==> src/rtl/downscale_result_reader.sv <==
// Streams the DST_W x DST_H output buffer in raster order over valid/ready.
// Optional READER_CHECKSUM_EN adds chk_sum, a 16-bit sum of transferred pixels.
module downscale_result_reader #(
   parameter int DST_W  = 16,
   parameter int DST_H  = 16,
   parameter int ADDR_W = 16
) (
   input  logic              clk,
   input  logic              rst_n,
   input  logic              start_req,
   output logic              mem_rd_en,
   output logic [ADDR_W-1:0] mem_rd_addr,
   input  logic [7:0]        mem_rd_data,
   output logic              out_valid,
   input  logic              out_ready,
   output logic [7:0]        out_data,
   output logic              out_last,
   output logic              out_eol,
   output logic              busy,
   output logic              done
`ifdef READER_CHECKSUM_EN
   ,
   output logic [15:0]       chk_sum
`endif
);

   localparam int NPIX  = DST_W * DST_H;
   localparam int COL_W = (DST_W > 1) ? $clog2(DST_W) : 1;
   localparam logic [ADDR_W:0]  NPIX_W   = (ADDR_W+1)'(NPIX);
   localparam logic [ADDR_W:0]  LAST_IDX = (ADDR_W+1)'(NPIX - 1);
   localparam logic [COL_W-1:0] LAST_COL = COL_W'(DST_W - 1);

   typedef enum logic [1:0] {
      S_IDLE,
      S_RUN,
      S_DRAIN,
      S_FIN
   } state_t;

   state_t            state_q, state_d;
   logic [ADDR_W:0]   rd_ptr_q;
   logic [COL_W-1:0]  col_q;
   logic              inflight_q;
   logic              inf_last_q;
   logic              inf_eol_q;
   logic [9:0]        fifo_q [2];
   logic              wp_q;
   logic              rp_q;
   logic [1:0]        count_q;
   logic              issue;
   logic              pop;
   logic [2:0]        occ;
   logic [9:0]        head;

   // Occupancy counts the read in flight so the FIFO can never overflow.
   assign occ       = {1'b0, count_q} + {2'b00, inflight_q};
   assign out_valid = (count_q != 2'd0);
   assign pop       = out_valid & out_ready;
   assign head      = fifo_q[rp_q];
   assign out_data  = out_valid ? head[9:2] : 8'd0;
   assign out_last  = out_valid & head[1];
   assign out_eol   = out_valid & head[0];

   assign mem_rd_en   = issue;
   assign mem_rd_addr = rd_ptr_q[ADDR_W-1:0];
   assign busy        = (state_q == S_RUN) || (state_q == S_DRAIN);
   assign done        = (state_q == S_FIN);

   always_comb begin
      state_d = state_q;
      issue   = 1'b0;
      unique case (state_q)
         S_IDLE: begin
            if (start_req) state_d = S_RUN;
         end
         S_RUN: begin
            if ((rd_ptr_q < NPIX_W) &&
                ((occ < 3'd2) || (pop && occ == 3'd2)))
               issue = 1'b1;
            if (issue && rd_ptr_q == LAST_IDX) state_d = S_DRAIN;
         end
         S_DRAIN: begin
            if ((occ == 3'd0) || (occ == 3'd1 && pop)) state_d = S_FIN;
         end
         S_FIN: begin
            state_d = S_IDLE;
         end
         default: state_d = S_IDLE;
      endcase
   end

   always_ff @(posedge clk) begin
      if (!rst_n) begin
         state_q    <= S_IDLE;
         rd_ptr_q   <= '0;
         col_q      <= '0;
         inflight_q <= 1'b0;
         inf_last_q <= 1'b0;
         inf_eol_q  <= 1'b0;
         fifo_q[0]  <= '0;
         fifo_q[1]  <= '0;
         wp_q       <= 1'b0;
         rp_q       <= 1'b0;
         count_q    <= 2'd0;
      end else begin
         state_q    <= state_d;
         inflight_q <= issue;
         if (state_q == S_IDLE && start_req) begin
            rd_ptr_q <= '0;
            col_q    <= '0;
         end else if (issue) begin
            rd_ptr_q   <= rd_ptr_q + 1'b1;
            col_q      <= (col_q == LAST_COL) ? '0 : col_q + 1'b1;
            inf_last_q <= (rd_ptr_q == LAST_IDX);
            inf_eol_q  <= (col_q == LAST_COL);
         end
         // Flags travel with the pixel so the head is self-describing.
         if (inflight_q) begin
            fifo_q[wp_q] <= {mem_rd_data, inf_last_q, inf_eol_q};
            wp_q         <= ~wp_q;
         end
         if (pop) rp_q <= ~rp_q;
         unique case ({inflight_q, pop})
            2'b10:   count_q <= count_q + 2'd1;
            2'b01:   count_q <= count_q - 2'd1;
            default: count_q <= count_q;
         endcase
      end
   end

`ifdef READER_CHECKSUM_EN
   always_ff @(posedge clk) begin
      if (!rst_n)
         chk_sum <= 16'd0;
      else if (state_q == S_IDLE && start_req)
         chk_sum <= 16'd0;
      else if (pop)
         chk_sum <= chk_sum + {8'd0, out_data};
   end
`endif

endmodule
==> config.mk <==
export PLATFORM = sky130hd
export DESIGN_NAME = downscale_result_reader
export DESIGN_NICKNAME = d
export VERILOG_FILES = /design/src/rtl/downscale_result_reader.sv
export SDC_FILE = /design/constraint.sdc
export NUM_CORES = 1
export LEC_CHECK = 0
export BUFFER_PORTS_ARGS = -buffer_cell sky130_fd_sc_hd__buf_2
export CORE_ASPECT_RATIO = 0.9
export CORE_UTILIZATION = 50
export DETAILED_ROUTE_END_ITERATION = 10
export PLACE_DENSITY_LB_ADDON = 0.3
export SLEW_MARGIN = 20
export SYNTH_ARGS = -nofsm -noshare
export SYNTH_HDL_FRONTEND = slang
export SYNTH_SLANG_ARGS = --single-unit
==> constraint.sdc <==
create_clock -name clk -period 1.9 [get_ports clk]
set_input_delay 0.38 -clock clk [delete_from_list [all_inputs] [get_ports clk]]
set_output_delay 0.38 -clock clk [all_outputs]
set_load 0.02 [all_outputs]
# Word level (Yosys, flattened, before mapping)
# Memories as Yosys holds them, arrays and structs flattened. A register that Yosys moved wholly into a read port is not among the register bits.
# Cells that the tools add are included.
[op_classes]
addsub = 5
magnitude_cmp = 2
eq_ne = 12
n_mux = 19
bitwise_logic = 7
reduce_logical = 16
[ops]
columns = ["op", "count"]
rows = [
  ["adder 17 x 1 -> 17 bit, second input constant", 1],
  ["equality test 17 x 8 -> 1 bit, second input constant", 1],
  ["< comparator 17 x 9 -> 1 bit, second input constant", 1],
  ["two-way mux 1 bit", 11],
  ["two-way mux 10 bit", 1],
  ["OR reduction 10 bit", 1],
  ["two-way mux 8 bit", 1],
  ["case mux 2 bit (4 select lines)", 1],
  ["equality test 2 bit, second input constant", 3],
  ["two-way mux 2 bit", 3],
  ["logical AND 1 bit", 5],
  ["adder 4 x 1 -> 4 bit, second input constant", 1],
  ["equality test 2 x 1 -> 1 bit, second input constant", 2],
  ["equality test 4 bit, second input constant", 1],
  ["two-way mux 4 bit", 1],
  ["inequality test 2 x 1 -> 1 bit, second input constant", 2],
  ["inverter 1 bit", 4],
  ["case mux 2 bit (2 select lines)", 1],
  ["nonzero test 2 bit", 2],
  ["adder 2 x 1 -> 3 bit", 1],
  ["AND 1 bit", 3],
  ["equality test 3 x 1 -> 1 bit, second input constant", 1],
  ["equality test 3 x 2 -> 1 bit, second input constant", 1],
  ["zero test 3 bit", 1],
  ["9 further kinds", 11],
]
[word_totals]
reg_bits = 30
ramBits = 20
inputBits = 12
output_inout_bits = 30
elab_cells = 71
mem_count = 1
[memory_table]
columns = ["memory", "words", "width", "rd", "rd_ports_with_merged_regs", "wr", "line", "source"]
rows = [
  ["fifo_q", 2, 10, 1, 1, 2, "46", "logic [9:0] fifo_q [2];"],
]

# Logic depth before layout (Yosys ltp)
[depth]
depth_word = 10
mapped_depth = 8

# Worst setup path before layout
# OpenSTA, ideal clock, no wires.
[synth_timing]
kind = "register to register"
start = "register rd_ptr_q[11]"
end = "register rd_ptr_q[6]"
setup_ns = 0.070
arrival_time_ns = 1.975
path_slack_ns = -0.145
stages_incl_launch_ff = 6
n_path_buf = 0
synth_period_minus_slack_ns = 2.045
cell_sequence = "dfxtp_1 > or4_4 > nor4_4 > nand3_4 > or4_1 > a21oi_1"
[synth_via]
elab_chain_len = 5
[synth_lines]
columns = ["item", "line", "source"]
rows = [
  ["start, declared", "41", "logic [ADDR_W:0] rd_ptr_q;"],
  ["start signal, assigned", "112", "rd_ptr_q <= rd_ptr_q + 1'b1;"],
  ["< comparator 17 x 9 -> 1 bit", "77", "if ((rd_ptr_q < NPIX_W) &&"],
  ["logical AND 1 bit", "77", ""],
  ["two-way mux 1 bit", "77", ""],
  ["two-way mux 1 bit (2 in a row)", "72", "unique case (state_q)"],
]
# No other way between the ends. The select of a mux whose other input is x is not followed.
# A chain may end at the register's enable or synchronous reset.

# Worst setup path after layout
[layout_timing]
start = "register rd_ptr_q[11]"
end = "register col_q[0]"
[layout_via]
elab_chain_len = 5
[layout_lines]
columns = ["item", "line", "source"]
rows = [
  ["< comparator 17 x 9 -> 1 bit", "77", ""],
  ["logical AND 1 bit", "77", ""],
  ["two-way mux 1 bit", "77", ""],
  ["two-way mux 1 bit (2 in a row)", "72", ""],
  ["end signal, assigned", "113", "col_q <= (col_q == LAST_COL) ? '0 : col_q + 1'b1;"],
  ["end, declared", "42", "logic [COL_W-1:0] col_q;"],
]
# No other way between the ends. The select of a mux whose other input is x is not followed.

==> flow_summary.toml <==
[power_and_ir_drop]
ir_drop_mv = 0.6934
cellPowerDensity_nw_per_um2 = 1131
p_leak_uw = 0.001334

[sta]
drv_slew = 0
fin_crit_ns = 2.153
rsz0062_at_grt = "true"
finalSetupTns_ns = -1.365
finalClockSkew_ns = 0.009240
finalHoldViolations = 0
period_share_pct = 113.3
tightest_slew_ns = 0.3107
fmax_ghz = 0.4645
setup_slack_ns = -0.2530
setup-violations-final = 7
relSlewSlack_pct = 79.29

[clock_tree]
clk_latency_ns = 0.31
cts_tree = "done"
clk_pin_slew_ns = 0.10
clock_sinks = 51
cts_max_path_buffers = 2
cts_hold_buf = 0
cts-root-buf = "clkbuf_8"
cts_buffers = 5
cts_max_level = 2

[place]
io_buffer_count = 41
placed_cells = 339
postPlaceCellArea_um2 = 2744
dp_hpwl_mm = 3.176
place_congestion = 0.8218

[finish]
area_growth_pct = 23.55
final_util_pct = 65.66
stdcell_count = 354
fin_nets = 314
drive_gt1_share_pct = 34.25
regArea_um2 = 1224
multi_input_area_um2 = 1041
final_common_cell = "buf_2"
num_antenna_cells = 0
final_cell_mix = "buf_2, buf_4, dfxtp_1"
final_cell_area_um2 = 2967
fillers = 374

[global_routing]
grt_pass1_wl_mm = 7.024
track_usage_pct = 18.85
grt_max_degree = 18
met2_usage_pct = 28.83
grt_pass1_vias = 1560
gr-usage-met3_pct = 3.881
grt_overflow = 0
antenna_found_initial = 0
grt_most_used_layer = "met2"
grt_util_met1_pct = 25.26

[worst_setup_path]
cp_max_fo = 4
timing.rr.start = "rd_ptr_q[11]$_SDFFE_PP0P_"
cp-start-kind = "flop"
crit_required_ns = 2.14
cp-end-kind = "flop"
reg2reg_slack_ns = -0.25
r2r_cells = 7
crit_type = "reg2reg"
reg2reg_to = "col_q[0]$_SDFFE_PP0P_"
worstPathArrival_ns = 2.39

[yosys]
syn_nets = 254
ys_seq_area_share_pct = 50.86
syn_inst = 231
synth_top_area_share_pct = 25.85
ys_types = 36
yosysWarnings = 0
syn_area_um2 = 2401
syn_area_per_cell_um2 = 10.39
ys_top_cells_by_area = "dfxtp_1, edfxtp_1, mux2i_1"
ys_ff_latch = 51
synth_area_leader_cell = "dfxtp_1"

[route]
routed_wl_mm = 4.568
ant_nets = 0
wl_per_cell_um = 12.90
drtPass1Iterations = 4
vias = 1753
drt_iter0_markers = 93
drc_errors = 0
viasPerCell = 4.952

[die]
initial_utilization_pct = 53.14
core_region_area_um2 = 4518
die_y_um = 67.74
fp.dieW_um = 75.05
num_io_pins = 42
rows = 23
die_area_um2 = 5084

[min_path]
holdPathEnd = "fifo_q[0][7]$_SDFFCE_PN0P_"
min_path_type = "in2reg"
whs_path_depth = 2
hp-start = "mem_rd_data[5]"

[run]
cap_violations = 0

[run_status]
status = "finished with violations"
violations = "negative setup slack"
[synth_stat cells (all sizes together)]
library cell   n
o221ai         1
nand2         18
o31ai          1
o21ai          7
or3            6
clkinv         1
or4            2
edfxtp        20
nand4          5
a31o           2
a21oi          8
buf           17
xor2           4
a21o           1
inv            8
ha            11
o21a           1
a31oi          1
dfxtp         31
nor3           1
nor2          23
nand3          3
clkbuf         5
xnor2          4
a311oi         1
a41oi          1
nand2b         1
and3          12
mux2i         14
nor4           1
and2          20
[critical path: stages, from the launching register on]
cell	delay (ns)
dfxtp_2	0.33
or4_4	0.54
nor4_4	0.14
buf_4	0.16
nand3_4	0.10
buf_4	0.18
or3_2	0.47
a21oi_2	0.16
[timing repair]
action	in CTS	in global routing
gates resized for setup	3	10
setup endpoints to repair	6	14
endpoints found under the hold margin	0	0
pin swaps	2	7
setup buffers	4	4
[routing by layer]
layer | routed length [um] | vias to the layer above
li1 | - | 905
met1 | 2168 | 801
met2 | 2106 | 38
met3 | 192 | 9
met4 | 101 | 0
met5 | 0 | -
[stage by stage]
stage	power, uW	worst slack, ns	hold slack (ns)
floorplan	2065	-0.07576	0.4404
global placement	2447	-0.09864	0.4595
detailed placement	2475	-0.1205	0.4726
CTS	3294	-0.2747	0.3471
global route	3537	-0.3234	0.3491
finish	3355	-0.2530	0.3492
[sequential cells by signal, summed over array words and instances, names as in the netlist, named ones only]
register	cells
col_q	4
count_q	2
fifo_q	20
inf_eol_q	1
inf_last_q	1
inflight_q	1
rd_ptr_q	17
rp_q	1
state_q	2
wp_q	1
[report_power, final]
group          internal (uW)  total (uW)  leakage (uW)  switching, uW
Sequential              1260        1330      0.000460           76.2
Combinational            566        1260      0.000820            693
Clock                    397         762     0.0000548            366
Total                   2220        3360       0.00133           1130
[worst max path at each step]
stage,slack [ns],startpoint,to,depth (start not counted)
after floorplan,-0.08,rd_ptr_q[11]$_SDFFE_PP0P_,rd_ptr_q[6]$_SDFFE_PP0P_,5
after global placement,-0.1,rd_ptr_q[11]$_SDFFE_PP0P_,rd_ptr_q[6]$_SDFFE_PP0P_,6
after detailed placement,-0.12,rd_ptr_q[11]$_SDFFE_PP0P_,rd_ptr_q[6]$_SDFFE_PP0P_,6
after CTS,-0.27,rd_ptr_q[11]$_SDFFE_PP0P_,mem_rd_en,6
after global routing,-0.32,rd_ptr_q[11]$_SDFFE_PP0P_,col_q[0]$_SDFFE_PP0P_,7
final,-0.25,rd_ptr_q[11]$_SDFFE_PP0P_,col_q[0]$_SDFFE_PP0P_,7
[cell families after synthesis]
family | after synthesis | share of synthesized area [%]
compound gates | 24 | 6.150
xor+xnor | 8 | 2.918
fa+ha+maj | 11 | 5.732
buf+inv | 31 | 7.400
flops | 51 | 50.86
mux | 14 | 5.836
simple gates | 92 | 21.10
[cell type report]
class | instances | area share [%]
Clock inverter | 3 | 1.561
Timing Repair Buffer | 75 | 15.86
Inverter | 9 | 1.307
Clock buffer | 5 | 2.320
Sequential cell | 51 | 41.25
Tap cell | 62 | 2.615
Multi-Input combinational cell | 149 | 35.09
Power figures use the tool's default switching activity.
